### config.mk
export PLATFORM = sky130hd
export DESIGN_NAME = opb_master_sequencer_flat
export DESIGN_NICKNAME = d
export VERILOG_FILES = /design/src/rtl/opb_master_pkg.sv /design/src/rtl/opb_master_sequencer_if.sv /design/src/rtl/opb_master_timeout.sv /design/src/rtl/opb_master_sequencer.sv /design/src/flat_wrapper.sv
export SDC_FILE = /design/constraint.sdc
export NUM_CORES = 1
export LEC_CHECK = 0
export ABC_CLOCK_PERIOD_IN_PS = 2000
export BUFFER_PORTS_ARGS = -buffer_cell sky130_fd_sc_hd__buf_2
export CORE_ASPECT_RATIO = 1.4
export CORE_UTILIZATION = 45
export CTS_BUF_LIST = sky130_fd_sc_hd__clkbuf_4 sky130_fd_sc_hd__clkbuf_8 sky130_fd_sc_hd__clkbuf_16
export CTS_CLUSTER_DIAMETER = 30
export DETAILED_ROUTE_END_ITERATION = 16
export PLACE_DENSITY_LB_ADDON = 0.08
export SYNTH_ARGS = -nofsm -noshare
export SYNTH_HDL_FRONTEND = slang
export SYNTH_HIERARCHICAL = 1
export SYNTH_SLANG_ARGS = --single-unit
### constraint.sdc
create_clock -name OPB_Clk -period 2 [get_ports OPB_Clk]
set_input_delay 0 -clock OPB_Clk [delete_from_list [all_inputs] [get_ports OPB_Clk]]
set_output_delay 0 -clock OPB_Clk [all_outputs]
set_load 0.02 [all_outputs]
### src/rtl/opb_master_pkg.sv
// Shared types and constants for the OPB master sequencer.
package opb_master_pkg;

    typedef enum logic [1:0] {
        IDLE = 2'd0,
        REQ  = 2'd1,
        XFER = 2'd2,
        RSP  = 2'd3
    } state_t;

    localparam int DEF_AWIDTH = 32;
    localparam int DEF_DWIDTH = 32;

    localparam logic [0:3] BE_ALL = 4'b1111;

endpackage

### src/rtl/opb_master_sequencer_if.sv
// User command/response and OPB master bus signals of the sequencer.
// The master modport is the sequencer side; slave is the fabric user plus
// the bus (arbiter and addressed slave) seen from the other end.
interface opb_master_sequencer_if
    import opb_master_pkg::*;
#(
    parameter int C_OPB_AWIDTH = DEF_AWIDTH,
    parameter int C_OPB_DWIDTH = DEF_DWIDTH
);

    // user command channel
    logic                    cmd_valid;
    logic                    cmd_ready;
    logic                    cmd_rnw;
    logic [0:C_OPB_AWIDTH-1] cmd_addr;
    logic [0:C_OPB_DWIDTH-1] cmd_wdata;
    logic [0:3]              cmd_be;

    // user response channel
    logic                    rsp_valid;
    logic                    rsp_ready;
    logic [0:C_OPB_DWIDTH-1] rsp_rdata;
    logic                    rsp_err;
    logic                    rsp_timeout;

    // OPB master side
    logic                    M_request;
    logic                    OPB_MGrant;
    logic                    M_select;
    logic [0:C_OPB_AWIDTH-1] M_ABus;
    logic [0:3]              M_BE;
    logic [0:C_OPB_DWIDTH-1] M_DBus;
    logic                    M_RNW;
    logic                    M_seqAddr;
    logic [0:C_OPB_DWIDTH-1] OPB_DBus;
    logic                    OPB_xferAck;
    logic                    OPB_errAck;
    logic                    OPB_retry;
    logic                    OPB_toutSup;

    modport master (
        input  cmd_valid, cmd_rnw, cmd_addr, cmd_wdata, cmd_be, rsp_ready,
        input  OPB_MGrant, OPB_DBus, OPB_xferAck, OPB_errAck, OPB_retry, OPB_toutSup,
        output cmd_ready, rsp_valid, rsp_rdata, rsp_err, rsp_timeout,
        output M_request, M_select, M_ABus, M_BE, M_DBus, M_RNW, M_seqAddr
    );

    modport slave (
        output cmd_valid, cmd_rnw, cmd_addr, cmd_wdata, cmd_be, rsp_ready,
        output OPB_MGrant, OPB_DBus, OPB_xferAck, OPB_errAck, OPB_retry, OPB_toutSup,
        input  cmd_ready, rsp_valid, rsp_rdata, rsp_err, rsp_timeout,
        input  M_request, M_select, M_ABus, M_BE, M_DBus, M_RNW, M_seqAddr
    );

endinterface

### src/rtl/opb_master_timeout.sv
// XFER watchdog: counts unsuppressed cycles while enabled and flags the
// cycle in which the count would reach C_TIMEOUT_CYCLES.
// Used only when OPB_MASTER_TIMEOUT_EN is defined.
module opb_master_timeout #(
    parameter int C_TIMEOUT_CYCLES = 16
) (
    input  logic clk,
    input  logic rst,
    input  logic clear,
    input  logic enable,
    input  logic suppress,
    output logic expired
);

    localparam int CW = $clog2(C_TIMEOUT_CYCLES + 1);

    logic [CW-1:0] cnt;

    // Count enabled, unsuppressed cycles; clear holds it at zero.
    always_ff @(posedge clk) begin
        if (rst || clear) begin
            cnt <= '0;
        end else if (enable && !suppress) begin
            cnt <= cnt + 1'b1;
        end
    end

    assign expired = enable && !suppress && (cnt == CW'(C_TIMEOUT_CYCLES - 1));

endmodule

### src/rtl/opb_master_sequencer.sv
// Single-transaction OPB bus master: takes one command from fabric logic,
// requests the bus, runs one transfer with retry handling and returns a
// response. All outputs come straight from registers; bus outputs are
// zero whenever M_select is low because the OPB buses are OR-combined.
// Optional XFER watchdog: define OPB_MASTER_TIMEOUT_EN.
module opb_master_sequencer
    import opb_master_pkg::*;
#(
    parameter int C_OPB_AWIDTH     = DEF_AWIDTH,
    parameter int C_OPB_DWIDTH     = DEF_DWIDTH,
    parameter int C_MAX_RETRY      = 4,
    parameter int C_TIMEOUT_CYCLES = 16
) (
    input  logic                   OPB_Clk,
    input  logic                   OPB_Rst,
    opb_master_sequencer_if.master bus
);

    localparam int RW = $clog2(C_MAX_RETRY + 1);

    typedef struct packed {
        logic                    cmd_ready;
        logic                    rsp_valid;
        logic [0:C_OPB_DWIDTH-1] rsp_rdata;
        logic                    rsp_err;
        logic                    rsp_timeout;
        logic                    m_request;
        logic                    m_select;
        logic [0:C_OPB_AWIDTH-1] m_abus;
        logic [0:3]              m_be;
        logic [0:C_OPB_DWIDTH-1] m_dbus;
        logic                    m_rnw;
        logic                    rnw;
        logic [0:C_OPB_AWIDTH-1] addr;
        logic [0:C_OPB_DWIDTH-1] wdata;
        logic [0:3]              be;
        logic [RW-1:0]           retry_cnt;
    } regs_t;

    state_t        state_q, state_d;
    regs_t         q, d;
    logic [RW-1:0] retry_inc;
    logic          tmo_expired;

    // Release the bus: deselect and zero every OR-combined bus output.
    function automatic regs_t drop_bus(regs_t r);
        regs_t o;
        o           = r;
        o.m_request = 1'b0;
        o.m_select  = 1'b0;
        o.m_abus    = '0;
        o.m_be      = '0;
        o.m_dbus    = '0;
        o.m_rnw     = 1'b0;
        return o;
    endfunction

`ifdef OPB_MASTER_TIMEOUT_EN
    opb_master_timeout #(
        .C_TIMEOUT_CYCLES(C_TIMEOUT_CYCLES)
    ) u_timeout (
        .clk      (OPB_Clk),
        .rst      (OPB_Rst),
        .clear    (state_q != XFER),
        .enable   (state_q == XFER),
        .suppress (bus.OPB_toutSup),
        .expired  (tmo_expired)
    );
`else
    logic unused_tout_sup;
    assign unused_tout_sup = bus.OPB_toutSup;
    assign tmo_expired     = 1'b0;
`endif

    assign retry_inc = q.retry_cnt + 1'b1;

    // Next state and next register image for every output and latched field.
    always_comb begin
        // NOTE: every variable gets a default before the case so no path leaves it unassigned and infers a latch.
        state_d = state_q;
        d       = q;
        unique case (state_q)
            IDLE: begin
                d.cmd_ready = 1'b1;
                if (bus.cmd_valid && q.cmd_ready) begin
                    d.cmd_ready = 1'b0;
                    d.rnw       = bus.cmd_rnw;
                    d.addr      = bus.cmd_addr;
                    d.wdata     = bus.cmd_wdata;
                    d.be        = bus.cmd_be;
                    d.retry_cnt = '0;
                    d.m_request = 1'b1;
                    state_d     = REQ;
                end
            end
            REQ: begin
                if (bus.OPB_MGrant) begin
                    d.m_request = 1'b0;
                    d.m_select  = 1'b1;
                    d.m_abus    = q.addr;
                    d.m_be      = q.be;
                    d.m_rnw     = q.rnw;
                    d.m_dbus    = q.rnw ? '0 : q.wdata;
                    state_d     = XFER;
                end
            end
            XFER: begin
                if (bus.OPB_xferAck) begin
                    d             = drop_bus(q);
                    d.rsp_valid   = 1'b1;
                    d.rsp_rdata   = q.rnw ? bus.OPB_DBus : '0;
                    d.rsp_err     = bus.OPB_errAck;
                    d.rsp_timeout = 1'b0;
                    state_d       = RSP;
                end else if (bus.OPB_retry) begin
                    d           = drop_bus(q);
                    d.retry_cnt = retry_inc;
                    if (retry_inc == RW'(C_MAX_RETRY)) begin
                        d.rsp_valid   = 1'b1;
                        d.rsp_rdata   = '0;
                        d.rsp_err     = 1'b1;
                        d.rsp_timeout = 1'b0;
                        state_d       = RSP;
                    end else begin
                        d.m_request = 1'b1;
                        state_d     = REQ;
                    end
                end else if (tmo_expired) begin
                    d             = drop_bus(q);
                    d.rsp_valid   = 1'b1;
                    d.rsp_rdata   = '0;
                    d.rsp_err     = 1'b1;
                    d.rsp_timeout = 1'b1;
                    state_d       = RSP;
                end
            end
            RSP: begin
                if (bus.rsp_ready) begin
                    d.rsp_valid   = 1'b0;
                    d.rsp_rdata   = '0;
                    d.rsp_err     = 1'b0;
                    d.rsp_timeout = 1'b0;
                    state_d       = IDLE;
                end
            end
            default: state_d = IDLE;
        endcase
    end

    // State and output registers with synchronous reset.
    always_ff @(posedge OPB_Clk) begin
        // NOTE: non-blocking assignments so every register samples the pre-edge values.
        if (OPB_Rst) begin
            state_q <= IDLE;
            q       <= '0;
        end else begin
            state_q <= state_d;
            q       <= d;
        end
    end

    assign bus.cmd_ready   = q.cmd_ready;
    assign bus.rsp_valid   = q.rsp_valid;
    assign bus.rsp_rdata   = q.rsp_rdata;
    assign bus.rsp_err     = q.rsp_err;
    assign bus.rsp_timeout = q.rsp_timeout;
    assign bus.M_request   = q.m_request;
    assign bus.M_select    = q.m_select;
    assign bus.M_ABus      = q.m_abus;
    assign bus.M_BE        = q.m_be;
    assign bus.M_DBus      = q.m_dbus;
    assign bus.M_RNW       = q.m_rnw;
    assign bus.M_seqAddr   = 1'b0;

endmodule
### src/flat_wrapper.sv
// flat-port wrapper written by rule: the top's interface ports become plain ports
module opb_master_sequencer_flat import opb_master_pkg::*;
#(
    parameter int C_OPB_AWIDTH     = DEF_AWIDTH,
    parameter int C_OPB_DWIDTH     = DEF_DWIDTH,
    parameter int C_MAX_RETRY      = 4,
    parameter int C_TIMEOUT_CYCLES = 16
)
  (OPB_Clk, OPB_Rst, bus_cmd_valid, bus_cmd_rnw, bus_cmd_addr, bus_cmd_wdata, bus_cmd_be, bus_rsp_ready, bus_OPB_MGrant, bus_OPB_DBus, bus_OPB_xferAck, bus_OPB_errAck, bus_OPB_retry, bus_OPB_toutSup, bus_cmd_ready, bus_rsp_valid, bus_rsp_rdata, bus_rsp_err, bus_rsp_timeout, bus_M_request, bus_M_select, bus_M_ABus, bus_M_BE, bus_M_DBus, bus_M_RNW, bus_M_seqAddr);
  opb_master_sequencer_if #(.C_OPB_AWIDTH(C_OPB_AWIDTH), .C_OPB_DWIDTH(C_OPB_DWIDTH)) bus_i ();
  input  logic OPB_Clk;
  input  logic OPB_Rst;
  input wire logic [$bits(bus_i.cmd_valid)-1:0] bus_cmd_valid;
  input wire logic [$bits(bus_i.cmd_rnw)-1:0] bus_cmd_rnw;
  input wire logic [$bits(bus_i.cmd_addr)-1:0] bus_cmd_addr;
  input wire logic [$bits(bus_i.cmd_wdata)-1:0] bus_cmd_wdata;
  input wire logic [$bits(bus_i.cmd_be)-1:0] bus_cmd_be;
  input wire logic [$bits(bus_i.rsp_ready)-1:0] bus_rsp_ready;
  input wire logic [$bits(bus_i.OPB_MGrant)-1:0] bus_OPB_MGrant;
  input wire logic [$bits(bus_i.OPB_DBus)-1:0] bus_OPB_DBus;
  input wire logic [$bits(bus_i.OPB_xferAck)-1:0] bus_OPB_xferAck;
  input wire logic [$bits(bus_i.OPB_errAck)-1:0] bus_OPB_errAck;
  input wire logic [$bits(bus_i.OPB_retry)-1:0] bus_OPB_retry;
  input wire logic [$bits(bus_i.OPB_toutSup)-1:0] bus_OPB_toutSup;
  output wire logic [$bits(bus_i.cmd_ready)-1:0] bus_cmd_ready;
  output wire logic [$bits(bus_i.rsp_valid)-1:0] bus_rsp_valid;
  output wire logic [$bits(bus_i.rsp_rdata)-1:0] bus_rsp_rdata;
  output wire logic [$bits(bus_i.rsp_err)-1:0] bus_rsp_err;
  output wire logic [$bits(bus_i.rsp_timeout)-1:0] bus_rsp_timeout;
  output wire logic [$bits(bus_i.M_request)-1:0] bus_M_request;
  output wire logic [$bits(bus_i.M_select)-1:0] bus_M_select;
  output wire logic [$bits(bus_i.M_ABus)-1:0] bus_M_ABus;
  output wire logic [$bits(bus_i.M_BE)-1:0] bus_M_BE;
  output wire logic [$bits(bus_i.M_DBus)-1:0] bus_M_DBus;
  output wire logic [$bits(bus_i.M_RNW)-1:0] bus_M_RNW;
  output wire logic [$bits(bus_i.M_seqAddr)-1:0] bus_M_seqAddr;
  assign bus_i.cmd_valid = bus_cmd_valid;
  assign bus_i.cmd_rnw = bus_cmd_rnw;
  assign bus_i.cmd_addr = bus_cmd_addr;
  assign bus_i.cmd_wdata = bus_cmd_wdata;
  assign bus_i.cmd_be = bus_cmd_be;
  assign bus_i.rsp_ready = bus_rsp_ready;
  assign bus_i.OPB_MGrant = bus_OPB_MGrant;
  assign bus_i.OPB_DBus = bus_OPB_DBus;
  assign bus_i.OPB_xferAck = bus_OPB_xferAck;
  assign bus_i.OPB_errAck = bus_OPB_errAck;
  assign bus_i.OPB_retry = bus_OPB_retry;
  assign bus_i.OPB_toutSup = bus_OPB_toutSup;
  assign bus_cmd_ready = bus_i.cmd_ready;
  assign bus_rsp_valid = bus_i.rsp_valid;
  assign bus_rsp_rdata = bus_i.rsp_rdata;
  assign bus_rsp_err = bus_i.rsp_err;
  assign bus_rsp_timeout = bus_i.rsp_timeout;
  assign bus_M_request = bus_i.M_request;
  assign bus_M_select = bus_i.M_select;
  assign bus_M_ABus = bus_i.M_ABus;
  assign bus_M_BE = bus_i.M_BE;
  assign bus_M_DBus = bus_i.M_DBus;
  assign bus_M_RNW = bus_i.M_RNW;
  assign bus_M_seqAddr = bus_i.M_seqAddr;
  opb_master_sequencer #(.C_OPB_AWIDTH(C_OPB_AWIDTH), .C_OPB_DWIDTH(C_OPB_DWIDTH), .C_MAX_RETRY(C_MAX_RETRY), .C_TIMEOUT_CYCLES(C_TIMEOUT_CYCLES)) u_core (.OPB_Clk(OPB_Clk), .OPB_Rst(OPB_Rst), .bus(bus_i));
endmodule
==> results of run 1 <==
[state kept, by name, indices dropped and copies added (netlist names)]
register              cells
u_core/q                 72
u_core/bus.M_ABus        32
u_core/bus.M_DBus        32
u_core/bus.rsp_rdata     32
u_core/bus.M_BE           4
u_core/state_q            2
u_core/bus.M_RNW          1
u_core/bus.M_request      1
u_core/bus.M_select       1
u_core/bus.cmd_ready      1
u_core/bus.rsp_err        1
u_core/bus.rsp_valid      1
[cells in the final DEF, fill, tap and decap left out, drive strengths merged, types with 2 or more instances in the layout]
cell	n
a21oi	78
nor2b	2
a211oi	3
bufinv	3
clkbuf	19
buf	228
dfxtp	180
clkinv	4
nand3	4
clkinvlp	2
a22o	32
o21ai	2
inv	7
nand2	143
nor2	78
a22oi	70
dlygate4sd3	109
conb	2
ha	2
[cells by family after synthesis]
logic type	count (synthesis)
flip-flops	180
buffers and inverters	163
XOR/XNOR	1
multiplexers	1
AND/OR/NAND/NOR	234
adder cells (fa/ha/maj)	2
other	1
AO/OA/AOI/OAI	193
[power by group]
part | internal, mW | switching (mW) | total [mW]
sequential | 3.73 | 0.0962 | 3.83
clock | 2.03 | 1.41 | 3.44
combinational | 0.469 | 0.590 | 1.06
total | 6.24 | 2.09 | 8.33
[layer usage]
layer  track usage  vias to the layer above
met2         0.376                      199
met5             0                        -
li1              -                     2900
met1         0.234                     2738
met4        0.0788                        0
met3        0.0633                       19
[timing repair]
| action | 4_1_cts | 5_1_grt |
|---|---|---|
| setup buffers | 0 | 1 |
| hold buffers | 109 | 0 |
| hold endpoints to repair | 117 | 0 |
| gates resized for setup | 0 | 2 |
| endpoints found under the setup margin | 0 | 2 |
[area by class of cell]
class                      count  area share
sequential                   180       0.392
timing repair buffer         337       0.259
multi-input combinational    433       0.255
clock buffer                  19      0.0485
tap                          192      0.0261
clock inverter                13      0.0186
inverter                       3     0.00122
[worst paths after layout]
kind / slack, ns / from / to / depth (start not counted)
hold reg to reg: 0.46 / u_core/q[68] / u_core/q[68] / 2
hold / removal: 0.05 / bus_cmd_valid / u_core/bus.M_request / 5
setup reg to reg: 0.14 / u_core/state_q[1] / u_core/q[13] / 5
setup / recovery: 0.14 / u_core/state_q[1] / u_core/q[13] / 5
[worst min-delay path: stages]
cell     delay, ns
buf_2         0.12
nand2_1       0.08
o21ai_0       0.08
nand3_1       0.07
o31ai_1       0.06
[stage by stage]
| stage | area (um2) | utilization |
|---|---|---|
| after floorplan | 6970 | - |
| after global placement | 7480 | 0.497 |
| after detailed placement | 7480 | 0.497 |
| after CTS | 9190 | 0.610 |
| after global routing | 9200 | 0.611 |
| final | 9200 | 0.611 |
==> run metrics, run 1 <==
GP Congestion 0.763; Post-Layout Cell Count around 1200; largest net degree at the start of global routing 82; Fin. Hold Viols 0; Iteration-0 DRC Markers about 290; status finished, final reports clean; Least-Margin Pin Slew 0.526 ns; max-slew violations 0; number of nets with antenna violations after routing 0; Min Hold Slack ~0.046 ns; Die Y roughly 150 um; die width roughly 110 um; remaining global-route overflow 0; multi-input logic area about 2300 um2; Initial Util 0.463; RSZ-0062 raised after global routing no; detailed-routed wire length on met3 between 1000 and 1500 um; n_diodes 0; H-Tree Level Count 4; top cell type's share of synthesized area 0.517; Placed Instances 1035; first-pass GRT wire length 26800 um; Setup crit end kind flip-flop; sequential area share after synthesis 0.517; metal1 wirelength 6910 um; DPL Wire Length 10300 um; # DRC 0; routed wire length between 15000 and 20000 um; dominant cells by area after synthesis dfxtp_1 (52%), buf_4 (11%), nand2_1 (7.7%); Syn. warnings 6; Async S/R FF share, synth 0; Clk pin slew, worst setup/hold paths ~0.07 ns; crit-path max cell delay ~0.56 ns; Post-Place Worst Slack 0.217 ns; core region area around 15000 um2; met2 wire length approximately 9000 um; final clock period utilization by the worst path 0.928; filler instances 1286; Adder-Cell Fraction of Synth Area 0.00359; Row Count 53; worst rel slew slack 0.644; WP buf/inv 2; crit path max fanout 31; Total GRT Usage 0.211; mapped cell area approximately 7000 um2; Max clock buf depth 2; complex-gate fraction of the synthesized area 0.192; fin crit period approximately 1.9 ns; initial antenna violation count 0; vias in the first global route roughly 5800; Post-Synthesis Cells 775; Layout Skew 0.00644 ns; worst skew pair latency around 0.42 ns; Tot Pwr between 8 and 9 mW; setup TNS 0 ns; Top delay family on crit path buffers and inverters; pwr/cell area between 900 and 1000 nW/um2; WS Path Type reg -> reg; sequential cell area 3600 um2; CTS tree done; Synth cell types 36; Final #Nets about 1100; first drt pass iteration count 5; Hold Crit Class in -> reg; main combinational cell family by area after synthesis compound AO/OA/AOI/OAI gates; Routed WL per cell approximately 14 um; average size of a mapped cell ~9 um2; die area roughly 16000 um2; area leader, netlist dfxtp_1; mux share of post-synthesis cell area 0.00144; FF+latch count, synth 180; VDD IR max 0.000478 V; via/cell ratio 4.98; area growth from synthesis to layout 32.1%; number of synthesized flops with an enable pin 0; Clock Root Buffer clkbuf_16; Main synth FF type dfxtp_1; vias approximately 5900; CP Data Arrival Time 2.22 ns; Setup Viol. Count Final 0; Fmax ~540 MHz; share of cells above drive strength 1 0.290; Num Clock Sinks 180; Post-Synth Simple-Gate Area 0.132; critical path launch point type flip-flop; top cells by count, synth dfxtp_1 (180), nand2_1 (143), buf_4 (105); Num CTS Buffers 17; maxcap violations 0; CP cell instances nor4bb_4 -> buf_12 -> nand2_1 -> a21oi_1 -> dlygate4sd3_1; required time of the worst setup path roughly 2.4 ns; PortBufs 214; uppermost routed layer met4; Post-Synth XOR/XNOR Area 0.00126; I/O Pins 218; dominant cell by count in the synthesized netlist dfxtp_1; Pleak approximately 4.0 nW; Slowest cell on crit path dlygate4sd3_1; Final WS setup between 0.1 and 0.15 ns
Note: power is estimated with default switching activity, not from simulation.
==> run 2: changes to the inputs <==
--- a/config.mk
+++ b/config.mk
@@ -7,12 +7,14 @@
 export LEC_CHECK = 0
 export ABC_CLOCK_PERIOD_IN_PS = 2000
 export BUFFER_PORTS_ARGS = -buffer_cell sky130_fd_sc_hd__buf_2
+export CAP_MARGIN = 15
 export CORE_ASPECT_RATIO = 1.4
 export CORE_UTILIZATION = 45
 export CTS_BUF_LIST = sky130_fd_sc_hd__clkbuf_4 sky130_fd_sc_hd__clkbuf_8 sky130_fd_sc_hd__clkbuf_16
 export CTS_CLUSTER_DIAMETER = 30
 export DETAILED_ROUTE_END_ITERATION = 16
 export PLACE_DENSITY_LB_ADDON = 0.08
+export SETUP_SLACK_MARGIN = 0.02
 export SYNTH_ARGS = -nofsm -noshare
 export SYNTH_HDL_FRONTEND = slang
 export SYNTH_HIERARCHICAL = 1
==> constraint.sdc (replaced) <==
create_clock -name OPB_Clk -period 2 [get_ports OPB_Clk]
set_input_delay 0 -clock OPB_Clk [delete_from_list [all_inputs] [get_ports OPB_Clk]]
set_output_delay 0 -clock OPB_Clk [all_outputs]
set_load 0.1 [all_outputs]
==> run metrics, run 2 (synthesized netlist as in run 1, its figures left out) <==
I/O Pins about 220; status finished, final reports clean; RSZ-0062 raised after global routing no; Least-Margin Pin Slew roughly 0.5 ns; crit path max fanout 33; number of nets with antenna violations after routing 0; Post-Place Worst Slack about 0.22 ns; Total GRT Usage 0.211; n_diodes 0; WS Path Type reg -> reg; # DRC 0; setup TNS 0 ns; setup repair bufs after CTS 0; most frequent cells in the layout buf_2 (213), dfxtp_1 (180), nand2_1 (143); Fmax between 500 and 600 MHz; Clock Root Buffer clkbuf_16; pwr/cell area 928 nW/um2; Reg power frac 0.449; largest net degree at the start of global routing 82; DPL Wire Length ~10000 um; Reg with most FFs u_core/q; max reg flops 72; die width 107 um; Num Clock Sinks 180; maxcap violations 0; worst rel slew slack 0.653; Comb power frac 0.147; Placed Instances 1035; CP cell instances ha_1 -> xor2_2 -> a311o_1 -> a21oi_4 -> buf_12 -> a22o_2; Num CTS Buffers 17; required time of the worst setup path 2.36 ns; Setup crit end kind flip-flop; final clock period utilization by the worst path 0.908; area growth from synthesis to layout 31.8%; Routed WL per cell around 14 um; Final #Nets roughly 1100; most common cell after layout, fill and taps aside buf_2; routed wire length about 17000 um; initial antenna violation count 0; VDD IR max 0.000477 V; Slowest cell on crit path a311o_1; PortBufs around 210; Fin. Hold Viols 0; max-slew violations 0; Row Count 53; Final WS setup 0.184 ns; Layout Skew about 0.0078 ns; GP Congestion between 0.7 and 0.8; Top delay family on crit path compound AO/OA/AOI/OAI gates; Pleak ~4 nW; first-pass GRT wire length around 27000 um; first drt pass iteration count 5; vias in the first global route roughly 5800; Setup Viol. Count Final 0; Clk pin slew, worst setup/hold paths roughly 0.070 ns; Final Cell Area 9180 um2; placed inst area between 7000 and 8000 um2; share of cells above drive strength 1 0.289; Hold Crit Class in -> reg; crit-path max cell delay between 0.4 and 0.5 ns; Iteration-0 DRC Markers 306; critical path launch point type flip-flop; fin crit period 1.82 ns; WP buf/inv 1; vias 5831; via/cell ratio slightly below 5; CTS tree done; remaining global-route overflow 0; Sw Share 0.269; net switching power ~2.3 mW; Die Y between 100 and 150 um; core region area 15100 um2; CP Data Arrival Time between 2 and 2.5 ns; die area around 16000 um2; Initial Util 0.463; P_int 6.23 mW; worst skew pair latency 0.42 ns; Post-Layout Cell Count 1175; H-Tree Level Count 4; power share of the clock group 0.403; Max clock buf depth 2
## run 2: routing by layer
metal  vias up  GRT usage  share of wire
met2       186      0.376           0.52
met3        17     0.0633          0.062
met4         0     0.0788          0.012
met1      2733      0.234           0.41
li1       2895          -              -
met5         -          0              0
## run 2: power groups by stage
stage,Clock [mW],Combinational [mW],Sequential (mW)
finish,3.44,1.25,3.83
global route,3.68,1.35,3.85
CTS,3.54,1.26,3.83
detailed placement,0,1.09,3.91
global placement,0,1.07,3.90
floorplan,0,0.710,3.96
## run 2: worst min-delay path: stages
cell	delay [ns]
buf_2	0.12
nand2_1	0.08
o21ai_0	0.08
nand3_1	0.07
o31ai_1	0.06
## run 2: repair_timing
item | in CTS | in global routing
endpoints found under the hold margin | 117 | 0
setup endpoints to repair | 0 | 1
gates resized for setup | 0 | 1
hold buffers | 108 | 0
## run 2: layout make-up
class | instances | area (um2)
Inverter | 3 | 11.3
Clock buffer | 19 | 447
Sequential cell | 180 | 3600
Clock inverter | 13 | 171
Multi-Input combinational cell | 433 | 2340
Timing Repair Buffer | 335 | 2360
Tap cell | 192 | 240
Fill cell | 1287 | 5870
## run 2: per-stage QoR
step | util | power (mW) | hold WS [ns]
after global routing | 0.610 | 8.88 | 0.0714
final | 0.610 | 8.52 | 0.0480
after global placement | 0.497 | 4.97 | 0.221
after floorplan | - | 4.67 | 0.133
after CTS | 0.610 | 8.62 | 0.0230
after detailed placement | 0.497 | 5.00 | 0.221
## run 2: worst paths after layout
check | startpoint | endpoint | slack, ns | cells past startpoint
setup / recovery | u_core/q[0] | u_core/bus.rsp_rdata[19] | 0.18 | 6
hold / removal | bus_cmd_valid | u_core/bus.M_request | 0.05 | 5
setup reg to reg | u_core/q[0] | u_core/bus.rsp_rdata[19] | 0.18 | 6
hold reg to reg | u_core/q[7] | u_core/q[7] | 0.45 | 2
